File: src/rtl/td4_seq_ctrl.sv
// Instruction sequencer for a TD4-style 4-bit CPU: IDLE/FETCH/EXEC/HALT control FSM.
// Latency: one instruction every 2 cycles (FETCH, EXEC); strobes are combinational from state.
// Backpressure: none; run/step are only sampled in IDLE (and run at EXEC exit), step is never queued.
//
// Ports:
//   clk, rst       clock and asynchronous active-high reset
//   run, step      free-run level and single-step pulse
//   instr          ROM data at the current PC ([7:4] opcode, [3:0] immediate)
//   dec_ld_n       active-low load enables from the decoder ([0] A, [1] B, [2] OUT, [3] PC)
//   pc_co          PC wrap flag
//   ir_op, ir_im   latched instruction fields
//   ld_a, ld_b, ld_out, ld_pc, pc_inc, flag_ld   execute-cycle strobes
//   state, busy, halted                           FSM status
//   instr_cnt      saturating count of executed instructions
module td4_seq_ctrl (
   input  logic       clk,
   input  logic       rst,
   input  logic       run,
   input  logic       step,
   input  logic [7:0] instr,
   input  logic [3:0] dec_ld_n,
   input  logic       pc_co,
   output logic [3:0] ir_op,
   output logic [3:0] ir_im,
   output logic       ld_a,
   output logic       ld_b,
   output logic       ld_out,
   output logic       ld_pc,
   output logic       pc_inc,
   output logic       flag_ld,
   output logic [1:0] state,
   output logic       busy,
   output logic       halted,
   output logic [7:0] instr_cnt
);

   // Encoding is visible on the state port, so values are fixed.
   typedef enum logic [1:0] {
      ST_IDLE  = 2'b00,
      ST_FETCH = 2'b01,
      ST_EXEC  = 2'b10,
      ST_HALT  = 2'b11
   } state_t;

   state_t     state_q, state_d;
   logic [3:0] ir_op_q, ir_op_d;
   logic [3:0] ir_im_q, ir_im_d;
   logic [7:0] cnt_q, cnt_d;

   // ------------------------------------------------------------------
   // State registers. Reset is asynchronous so that an instruction in
   // flight is aborted the moment rst rises: every strobe is decoded from
   // state_q, so forcing IDLE here drops them without waiting for a clock.
   // ------------------------------------------------------------------
   always_ff @(posedge clk or posedge rst) begin
      if (rst) begin
         state_q <= ST_IDLE;
         ir_op_q <= 4'h0;
         ir_im_q <= 4'h0;
         cnt_q   <= 8'h00;
      end else begin
         state_q <= state_d;
         ir_op_q <= ir_op_d;
         ir_im_q <= ir_im_d;
         cnt_q   <= cnt_d;
      end
   end

   // ------------------------------------------------------------------
   // Next-state and strobe decode.
   // ------------------------------------------------------------------
   always_comb begin
      state_d = state_q;
      ir_op_d = ir_op_q;
      ir_im_d = ir_im_q;
      cnt_d   = cnt_q;
      ld_a    = 1'b0;
      ld_b    = 1'b0;
      ld_out  = 1'b0;
      ld_pc   = 1'b0;
      pc_inc  = 1'b0;
      flag_ld = 1'b0;

      case (state_q)
         ST_IDLE: begin
            // run and step together behave as run: both lead to FETCH,
            // and the EXEC exit decides whether to continue.
            if (run || step) begin
               state_d = ST_FETCH;
            end
         end

         ST_FETCH: begin
            // The instruction register only loads on this edge.
            ir_op_d = instr[7:4];
            ir_im_d = instr[3:0];
            state_d = ST_EXEC;
         end

         ST_EXEC: begin
            ld_a    = ~dec_ld_n[0];
            ld_b    = ~dec_ld_n[1];
            ld_out  = ~dec_ld_n[2];
            // A jump replaces the increment, so exactly one of the two fires.
            ld_pc   = ~dec_ld_n[3];
            pc_inc  =  dec_ld_n[3];
            flag_ld = 1'b1;

            if (cnt_q != 8'hFF) begin
               cnt_d = cnt_q + 8'd1;
            end

            // Running off the end of program memory (wrap without a jump)
            // halts; a jump taken on the wrap cycle does not.
            if (pc_co && dec_ld_n[3]) begin
               state_d = ST_HALT;
            end else if (run) begin
               state_d = ST_FETCH;
            end else begin
               state_d = ST_IDLE;
            end
         end

         ST_HALT: begin
            // Sticky until reset.
            state_d = ST_HALT;
         end

         default: begin
            state_d = ST_IDLE;
         end
      endcase
   end

   assign ir_op     = ir_op_q;
   assign ir_im     = ir_im_q;
   assign state     = state_q;
   assign busy      = (state_q == ST_FETCH) || (state_q == ST_EXEC);
   assign halted    = (state_q == ST_HALT);
   assign instr_cnt = cnt_q;

endmodule

File: config.mk
export PLATFORM = sky130hd
export DESIGN_NAME = td4_seq_ctrl
export DESIGN_NICKNAME = d
export VERILOG_FILES = /design/src/rtl/td4_seq_ctrl.sv
export SDC_FILE = /design/constraint.sdc
export NUM_CORES = 1
export LEC_CHECK = 0
export CAP_MARGIN = 10
export CORE_MARGIN = 2
export CORE_UTILIZATION = 36
export DETAILED_ROUTE_END_ITERATION = 8
export PLACE_DENSITY = 0.74
export SLEW_MARGIN = 15
export SYNTH_ARGS = -nofsm -noshare
export SYNTH_HDL_FRONTEND = slang
export SYNTH_SLANG_ARGS = --single-unit
export TNS_END_PERCENT = 1
File: constraint.sdc
create_clock -name clk -period 1.4 [get_ports clk]
set_input_delay 0.14 -clock clk [delete_from_list [all_inputs] [get_ports clk]]
set_output_delay 0.14 -clock clk [all_outputs]
set_load 0.05 [all_outputs]
**Word level (Yosys, flattened, before mapping)**

Cells that the tools add are included.

- Bits of input ports: 17
- Word-level logic and storage cells: 29
- Output and inout bits: 26
- Bits in registers: 18

- Muxes and demuxes: 10
- Equal/unequal tests: 5
- Bitwise operators: 4
- $add $sub $neg: 1
- Reduce and logical (&&, ||, !) cells: 5

Operator list:

| operator | number |
|---|---|
| adder 8 x 1 -> 8 bit (second input constant) | 1 |
| inequality test 8 bit (second input constant) | 1 |
| case mux 2 bit (4 select lines) | 1 |
| 2-to-1 mux 1 bit | 7 |
| equality test 2 bit (second input constant) | 2 |
| 2-to-1 mux 2 bit | 2 |
| inverter 1 bit | 4 |
| equality test 2 x 1 -> 1 bit (second input constant) | 1 |
| logical NOT 2 bit | 1 |
| logical OR 1 bit | 2 |
| inequality test 2 bit (second input constant) | 1 |
| AND reduction 2 bit | 1 |
| logical AND 1 bit | 1 |

**Logic depth before layout (Yosys ltp)**

- Depth after elaboration: 3
- Mapped depth: 6
- Mapped depth without buffers: 5

**Least setup slack after synthesis**

Ideal clock, no wire load.

- Kind: register to output
- Start point: reg state_q[0] (netlist: state[0])
- End point: out ld_a
- Data required time: 1.260 ns
- Cell stages (with the launch flop): 5
- Path buffers: 1
- Setup slack: -0.960 ns
- Data arrival time: 2.220 ns
- Cells stage by stage: dfrtp_1 > inv_1 > ha_1 > buf_6 > nor2b_1

- Longest elaborated chain between the ends: 2

RTL lines:

| element | RTL line | RTL |
|---|---|---|
| start, declared | 45 | `state_t state_q, state_d;` |
| start signal, assigned | 62 | `state_q <= state_d;` |
| equality test 2 bit | 84 | `case (state_q)` |
| 2-to-1 mux 1 bit | 84 |  |
| end, declared | 25 | `output logic ld_a,` |

Every way passes these cells.

**Final worst setup path**

- Start point: reg state_q[1] (netlist: state[1])
- End point: out ld_pc

- Longest elaborated chain between the ends: 2

RTL lines:

| element | RTL line | RTL |
|---|---|---|
| equality test 2 bit | 84 |  |
| 2-to-1 mux 1 bit | 84 |  |
| end, declared | 28 | `output logic ld_pc,` |

Every way passes these cells.

==> results.yml <==
outcome:
  status: "finished, violations left"
  violations: "negative setup slack"
routing:
  drtIter0Drc: 4
  ant_nets: 0
  drc_errors: 0
  firstDrtPassIters: 4
  wire_per_inst_um: 14.6
  wl_um: 2510
  viasPerCell: 5.10
  via_count: 878
global_route:
  grtUsageMet3: 0.0355
  grt_usage: 0.179
  grt.overflow.total: 0
  antenna_found_initial: 0
  grt_first_pass_wirelength_um: 3760
  busiest_layer: "met2"
  met1_usage: 0.192
  first_global_vias: 920
  grt_max_degree: 19
  grtUsageMet2: 0.313
power:
  p_total_mw: 5.00
  p_clk_frac: 0.066
  powerDensity_nw_per_um2: 2770
  swShare: 0.467
  switchingPower_mw: 2.33
  power_frac_seq: 0.185
  p_int_mw: 2.67
  ir_drop_mv: 2.59
  power_leakage_nw: 0.800
  power_frac_comb: 0.749
setup_path:
  critPathKind: "flip-flop to primary output"
  reg2reg_depth: 6
  start_kind: "flip-flop"
  cp.required_ps: 1260
  r2r_start: "state[0]"
  path_max_fanout: 7
  cp-end-kind: "primary output"
  crit_arrival_ps: 1410
  timing.rr.end: "instr_cnt[6]"
  reg2reg_setup_slack_ps: -60
floorplanning:
  rows: 18
  die_x_um: 54.9
  dieArea_um2: 3010
  start_util: 0.380
  io_pins: 43
  coreArea_um2: 2450
  die_h_um: 54.9
clock_tree:
  numCtsBuffers: 3
  tritoncts: "done"
  cts_root_buf: "clkbuf_4"
  postCtsHoldBufs: 0
  htree_levels: 1
  clock_path_buffers: 2
  clkSinkCount: 18
  clk_pin_slew_ps: 120
  worstSkewPairLatency_ps: 310
synth:
  synth_adder_area_share: 0.0940
  synth-compound-area-share: 0.0913
  yosysTopAreaCell: "dfrtp_1"
  synth_top_family_by_area: "simple AND/OR/NAND/NOR gates"
  synth_area_leaders: "dfrtp_1 (48%), mux2_2 (12%), ha_1 (9.4%)"
  syn-num-nets: 103
  muxShareOfSynthArea: 0.137
  yosys_warnings: 0
  ys_ff_latch: 18
  synth_top_area_frac: 0.483
  synth.cell_area_um2: 932
  synthCells: 79
  synthSimpleGateAreaFrac: 0.138
  syn-mean-instance-area_um2: 11.8
  yosysUniqueCellTypes: 28
  synth.yosys.seq_area_share: 0.483
  synth_xor_area_frac: 0.0188
place:
  place.gp.congestion: 0.800
  dp_hpwl_um: 1860
  port_buffers: 42
  dp.cells: 165
finish:
  fill_cells: 166
  n_antenna_cell: 0
  fin_cells: 172
  num-nets-final: 167
  syn_to_final_growth_pct: 93.4
  drive_gt1_frac: 0.542
  final_core_util: 0.734
timing:
  post-route-min-period_ps: 1550
  fin_skew_ps: 17.5
  worst_slew_pin_slew_ps: 240
  relSlewSlack: 0.839
  final-hold-violation-count: 0
  rsz0062_at_grt: "yes"
  drv_slew: 0
  period_share: 1.10
  finalSetupViolations: 12
  setup_slack_ps: -146
  max_freq_mhz: 647
min_path:
  hp-class: "primary input to asynchronous set/reset pin"
flow_run:
  max_cap_violations: 0
[metrics by stage]
stage / worst slack (ps) / area, um^2 / hold WS (ps) / TNS [ps]
floorplan: -414 / 957 / 78.4 / -3810
finish: -146 / 1800 / 132 / -882
CTS: -154 / 1770 / 147 / -979
global placement: -6.85 / 1680 / 473 / -6.85
global route: -209 / 1800 / 165 / -1730
detailed placement: -66.8 / 1680 / 486 / -104
[repair_timing]
action | 4_1_cts | 5_1_grt
buffers inserted | 3 | 0
resized for setup | 9 | 7
endpoints found under the setup margin | 15 | 16
pin swaps | 2 | 4
[state kept, by name (all words and copies together), names as in the netlist]
register / flops
instr_cnt: 8
ir_im: 4
ir_op: 4
state: 2
[area by class of cell]
type                            instances  area, um^2  area share
Inverter                                5        21.3      0.0118
Sequential cell                        18         453       0.251
Tap cell                               30        37.5      0.0208
Clock buffer                            4        36.3      0.0201
Timing Repair Buffer                   61         734       0.407
Multi-Input combinational cell         54         520       0.289
[synthesized netlist by cell type]
| cell | n |
|---|---|
| and2_1 | 1 |
| nand3_2 | 1 |
| buf_6 | 1 |
| o21ai_2 | 1 |
| or3b_2 | 1 |
| nor2b_1 | 4 |
| mux2_2 | 10 |
| nor3_1 | 1 |
| xnor2_1 | 2 |
| and4_1 | 1 |
| mux2_4 | 1 |
| nand2b_1 | 1 |
| o2111ai_1 | 1 |
| inv_1 | 5 |
| o211ai_1 | 1 |
| ha_1 | 7 |
| dfrtp_1 | 18 |
| nand3_1 | 2 |
| and3_1 | 1 |
| nand4_1 | 2 |
| buf_2 | 1 |
| nor2_1 | 3 |
| a21o_1 | 1 |
| nand2_1 | 2 |
| a211oi_1 | 2 |
| a21oi_1 | 6 |
| and4_4 | 1 |
| o21a_1 | 1 |
[cell usage in the layout, fill, tap and decap left out, drive strengths merged, types with 4 or more instances in the layout]
cell	Yosys	final
dfrtp	18	18
inv	5	5
clkdlybuf4s50	0	16
mux2	11	11
a21oi	6	6
buf	2	45
clkbuf	0	4
ha	7	7
nor2b	4	4
[metal layers]
metal	up-vias	wire length, um	part of all wire
met3	8	181	0.072
met4	0	66	0.026
met2	44	1300	0.52
met1	422	958	0.38
met5	-	0	0
li1	404	-	-
[kinds of logic after synthesis]
kind of cell / Yosys count
DFF: 18
buffers and inverters: 7
AOI/OAI and AO/OA: 13
muxes: 11
adders and majority gates: 7
xor gates and xnor gates: 2
and+or+nand+nor: 21
[worst max-delay path by stage]
stage | endpoint | depth (start not counted) | startpoint | slack [ps]
CTS | ld_pc | 5 | state[1] | -150
finish | ld_pc | 5 | state[1] | -150
floorplan | instr_cnt[7] | 6 | state[0] | -410
global placement | state[1] | 5 | state[0] | -7
detailed placement | state[1] | 5 | state[0] | -70
global route | ld_pc | 5 | state[1] | -210
[power groups by stage]
| stage | logic (mW) | clock network [mW] | registers [mW] |
|---|---|---|---|
| final | 3.74 | 0.331 | 0.925 |
| after CTS | 3.66 | 0.330 | 0.919 |
| after global placement | 3.47 | 0 | 0.903 |
| after floorplan | 1.08 | 0 | 1.77 |
| after global routing | 3.91 | 0.365 | 0.954 |
| after detailed placement | 3.51 | 0 | 0.930 |
[worst max-delay path, stage by stage (launching register included)]
cell     delay [ps]
dfrtp_2         420
buf_6           130
ha_4            150
buf_6           130
nor2b_4         130
buf_12          140
Power figures use the tool's default switching activity.
==> RTL change 1, RTL diff (same settings) <==
Register the outputs `busy` and `halted`; this adds one clock of latency there. The other outputs are not delayed to match.
--- a/src/rtl/td4_seq_ctrl.sv
+++ b/src/rtl/td4_seq_ctrl.sv
@@ -135,8 +135,10 @@
    assign ir_op     = ir_op_q;
    assign ir_im     = ir_im_q;
    assign state     = state_q;
-   assign busy      = (state_q == ST_FETCH) || (state_q == ST_EXEC);
-   assign halted    = (state_q == ST_HALT);
+   always_ff @(posedge clk) begin
+      busy   <= (state_q == ST_FETCH) || (state_q == ST_EXEC);
+      halted <= (state_q == ST_HALT);
+   end
    assign instr_cnt = cnt_q;
 
 endmodule
Function: changed (a bounded check fails within 4 cycles, from zero or initial values and one cycle with rst high).
==> RTL change 1 against the unedited design <==
The flow still finishes with violations (setup timing). Setup slack got worse by 0.0092 ns. Sequential power rose by 12%. Design area rose by 5.1%. Cell count rose by 4.1%. Synthesized area rose by 4.3%. Clock skew fell by 0.015 ns. Wire length rose by 11%. Combinational power fell by 5%. Sequential cell count rose by 2. Critical path depth did not move. Fmax fell by 0.59%. First-iteration DRC count rose to 3.5 times the old value. Power rose by 1.6%.
==> RTL change 1: results (changes against the unedited design) <==
set qor(run_status) {complete, but fails checks}
set qor(violations) {setup timing}
set qor(postLayoutSetupSlackWorst_ns) -0.155 ;# -0.00922 ns
set qor(ys_types) 29 ;# +3.6%
set qor(critical_path.endpoint) {flag_ld}
set qor(via_per_inst) 5.01 ;# -1.9%
set qor(bufAreaShareNonClock_pct) 40.1 ;# -0.67 points
set qor(grt_util_met2_pct) 35.6 ;# +4.3 points
set qor(finalClockSkew_ns) 0.00266 ;# -0.0148 ns
set qor(maximum_net_fanout_on_the_critical_path) 6 ;# -1
set qor(grt_pass1_wl_um) 4880 ;# +30%
set qor(layout.clock.cell_area_share_pct) 2.77 ;# +0.76 points
set qor(multi_input_area_share_pct) 28.1 ;# -0.82 points
set qor(grt_usage_pct) 19.9 ;# +2.0 points
set qor(synth_sequential_area_ratio_pct) 50.5 ;# +2.1 points
set qor(number_of_standard_cells_after_synthesis) 81 ;# +2.5%
set qor(grt.met3_usage_pct) 5.35 ;# +1.8 points
set qor(timing.final.setup_violations) 12 ;# unchanged
set qor(final_layout_size_suffix_gt1_share_pct) 55.0 ;# +0.81 points
set qor(detail_route.wl_per_cell_um) 15.6 ;# +6.9%
set qor(r2r_setup_slack_ns) -0.13 ;# -0.07 ns
set qor(dpl.hpwl_um) 2000 ;# +7.5%
set qor(synth.top_cells.by_area) {sky130_fd_sc_hd__dfrtp_1 (46%), sky130_fd_sc_hd__mux2_2 (12%), sky130_fd_sc_hd__ha_1 (9.0%), sky130_fd_sc_hd__dfxtp_1 (4.1%), sky130_fd_sc_hd__a21oi_1 (3.1%)}
set qor(place.gp.congestion) 0.843 ;# +5.4%
set qor(fin_tns_setup_ns) -1.32 ;# -0.440 ns
set qor(critical-path-top-delay-family) {buffers and inverters}
set qor(p_leak_nw) 0.845 ;# +5.5%
set qor(seq_area_share_pct) 26.0 ;# +0.89 points
set qor(grt_max_degree) 13 ;# -6
set qor(syn-num-nets) 105 ;# +1.9%
set qor(power.combinational.fraction_pct) 70.1 ;# -4.8 points
set qor(wirelength_met1_um) 1040 ;# +9.0%
set qor(timing.slew.headroom_pct) 76.3 ;# -7.6 points
set qor(layoutNonFillerInstCount) 179 ;# +4.1%
[RTL change 1: cell count changes after synthesis]
cell and change:
sky130_fd_sc_hd__dfxtp_1 +2
[RTL change 1: worst reg2reg max path, stage by stage, from the launching register on]
cell	delay, ns
sky130_fd_sc_hd__dfrtp_2	0.45
sky130_fd_sc_hd__inv_4	0.08
sky130_fd_sc_hd__ha_4	0.14
sky130_fd_sc_hd__buf_4	0.12
sky130_fd_sc_hd__nand4_1	0.14
sky130_fd_sc_hd__nor2_1	0.19
sky130_fd_sc_hd__mux2_4	0.31
[RTL change 1: worst min path at each step]
stage | start | end | slack [ns]
after floorplan | rst | instr_cnt[0] | 0.08
after global placement | rst | instr_cnt[3] | 0.42
after detailed placement | rst | instr_cnt[3] | 0.43
after CTS | rst | instr_cnt[2] | 0.09
after global routing | rst | instr_cnt[2] | 0.11
final | rst | instr_cnt[2] | 0.09
[RTL change 1: metrics by stage]
step	utilization [%]	power (mW)
after floorplan	-	2.85
after global placement	68.3	4.23
after detailed placement	68.3	4.29
after CTS	74.2	5.04
after global routing	75.1	5.32
final	75.1	5.08
[RTL change 1: cell families (layout without fill, tap and decap cells)]
logic type / after synthesis / in the layout / synth area share, %
AO/OA/AOI/OAI: 13 / 13 / 8.75
XOR/XNOR: 2 / 2 / 1.80
adder cells (fa/ha/maj): 7 / 7 / 9.01
buffers and inverters: 7 / 75 / 3.60
flip-flops: 20 / 20 / 50.5
multiplexers: 11 / 11 / 13.1
AND/OR/NAND/NOR: 21 / 21 / 13.3
[RTL change 1: timing repair]
item	CTS	global route
gates resized for setup	15	3
buffers inserted	6	1
pin swaps	1	3
setup endpoints to repair	18	16
endpoints found under the hold margin	0	0
==> RTL change 2, RTL diff (same settings) <==
Made on the original files. Reset style: synchronous (`rst`), changed in one clocked block. Comments in the files are not updated.
--- a/src/rtl/td4_seq_ctrl.sv
+++ b/src/rtl/td4_seq_ctrl.sv
@@ -52,7 +52,7 @@
    // flight is aborted the moment rst rises: every strobe is decoded from
    // state_q, so forcing IDLE here drops them without waiting for a clock.
    // ------------------------------------------------------------------
-   always_ff @(posedge clk or posedge rst) begin
+   always_ff @(posedge clk) begin
       if (rst) begin
          state_q <= ST_IDLE;
          ir_op_q <= 4'h0;
Function: differs if rst is asserted again (counterexample within 4 cycles, from zero or initial values and one cycle with rst high); with rst held inactive, the same outputs for 10 cycles.
==> RTL change 2 against the unedited design <==
The run still ends with setup timing left. Register-to-register slack improved by 0.05 ns. Global-route usage about the same. Wire length decreased by 3.1%. Setup slack improved by 0.12 ns. Highest routed layer unchanged. Sequential share of layout area decreased by 3.5 points. Critical path depth unchanged. Fmax increased by 8.4%. Sequential cell count unchanged. Non-clock buffer count decreased by 4. Synthesized area increased by 0.94%. Design area decreased by 2.3%. Via count increased by 3.2%.
Power is not compared: it rests on default switching activity, and its combinational part moved more than twofold at a synthesized area within 25%.
==> RTL change 2: results (changes against the unedited design) <==
set qor(run_status) {complete, but fails checks}
set qor(violations) {setup timing}
set qor(postLayoutSetupSlackWorst_ns) -0.0265 ;# +0.119 ns
set qor(worst_r2r_startpoint) {state[1]}
set qor(worstSetupStartpoint) {state[0]}
set qor(fin_tns_setup_ns) -0.134 ;# +0.748 ns
set qor(ys_types) 30 ;# +7.1%
set qor(worst_hold_slack_ns) 0.460 ;# +0.328 ns
set qor(timing.final.setup_violations) 8 ;# -4
set qor(post_synth_fa_ha_maj_area_fraction_pct) 9.31 ;# -0.087 points
set qor(cpMaxStageDelayCell) {sky130_fd_sc_hd__dfxtp_4}
set qor(slowest_delay_ns) 0.36 ;# -0.06 ns
set qor(bufAreaShareNonClock_pct) 38.4 ;# -2.4 points
set qor(detail_route.wl_per_cell_um) 13.4 ;# -8.4%
set qor(post_cts.resized_instances) 8 ;# -1
set qor(place_inst) 174 ;# +5.5%
set qor(dpl.hpwl_um) 1880 ;# +0.99%
set qor(final_layout_size_suffix_gt1_share_pct) 48.7 ;# -5.5 points
set qor(maximum_net_fanout_on_the_critical_path) 5 ;# -2
set qor(number_of_standard_cells_after_synthesis) 96 ;# +22%
set qor(grt_util_met2_pct) 30.6 ;# -0.79 points
set qor(detail_route.iter0.violations) 3 ;# -1
set qor(buffers_excl_clock) 57 ;# -6.6%
set qor(routing_usage_on_met1_pct) 19.4 ;# +0.20 points
set qor(r2r_setup_slack_ns) -0.01 ;# +0.05 ns
-- RTL change 2: cell types whose count changed after synthesis, sizes merged, moves of 8 or more --
cell	delta
mux2i	+9
dfxtp	+18
mux2	-8
dfrtp	-18
nor2	+9
-- RTL change 2: power groups by stage --
| stage | clock (mW) | combinational (mW) | sequential, mW |
|---|---|---|---|
| 6_report | 0.328 | 1.08 | 0.605 |
| 4_1_cts | 0.331 | 1.07 | 0.606 |
| 5_1_grt | 0.364 | 1.14 | 0.612 |
| 2_1_floorplan | 0 | 0.383 | 0.808 |
| 3_5_place_dp | 0 | 1.00 | 0.617 |
| 3_3_place_gp | 0 | 0.984 | 0.613 |
-- RTL change 2: metrics by stage --
stage | util (%) | instance area (µm²) | setup slack [ns]
after floorplan | - | 1000 | -0.125
after global placement | 66.5 | 1650 | 0.0281
after detailed placement | 66.5 | 1650 | -0.0153
after CTS | 70.6 | 1750 | -0.0284
after global routing | 71.1 | 1760 | -0.0811
final | 71.1 | 1760 | -0.0265
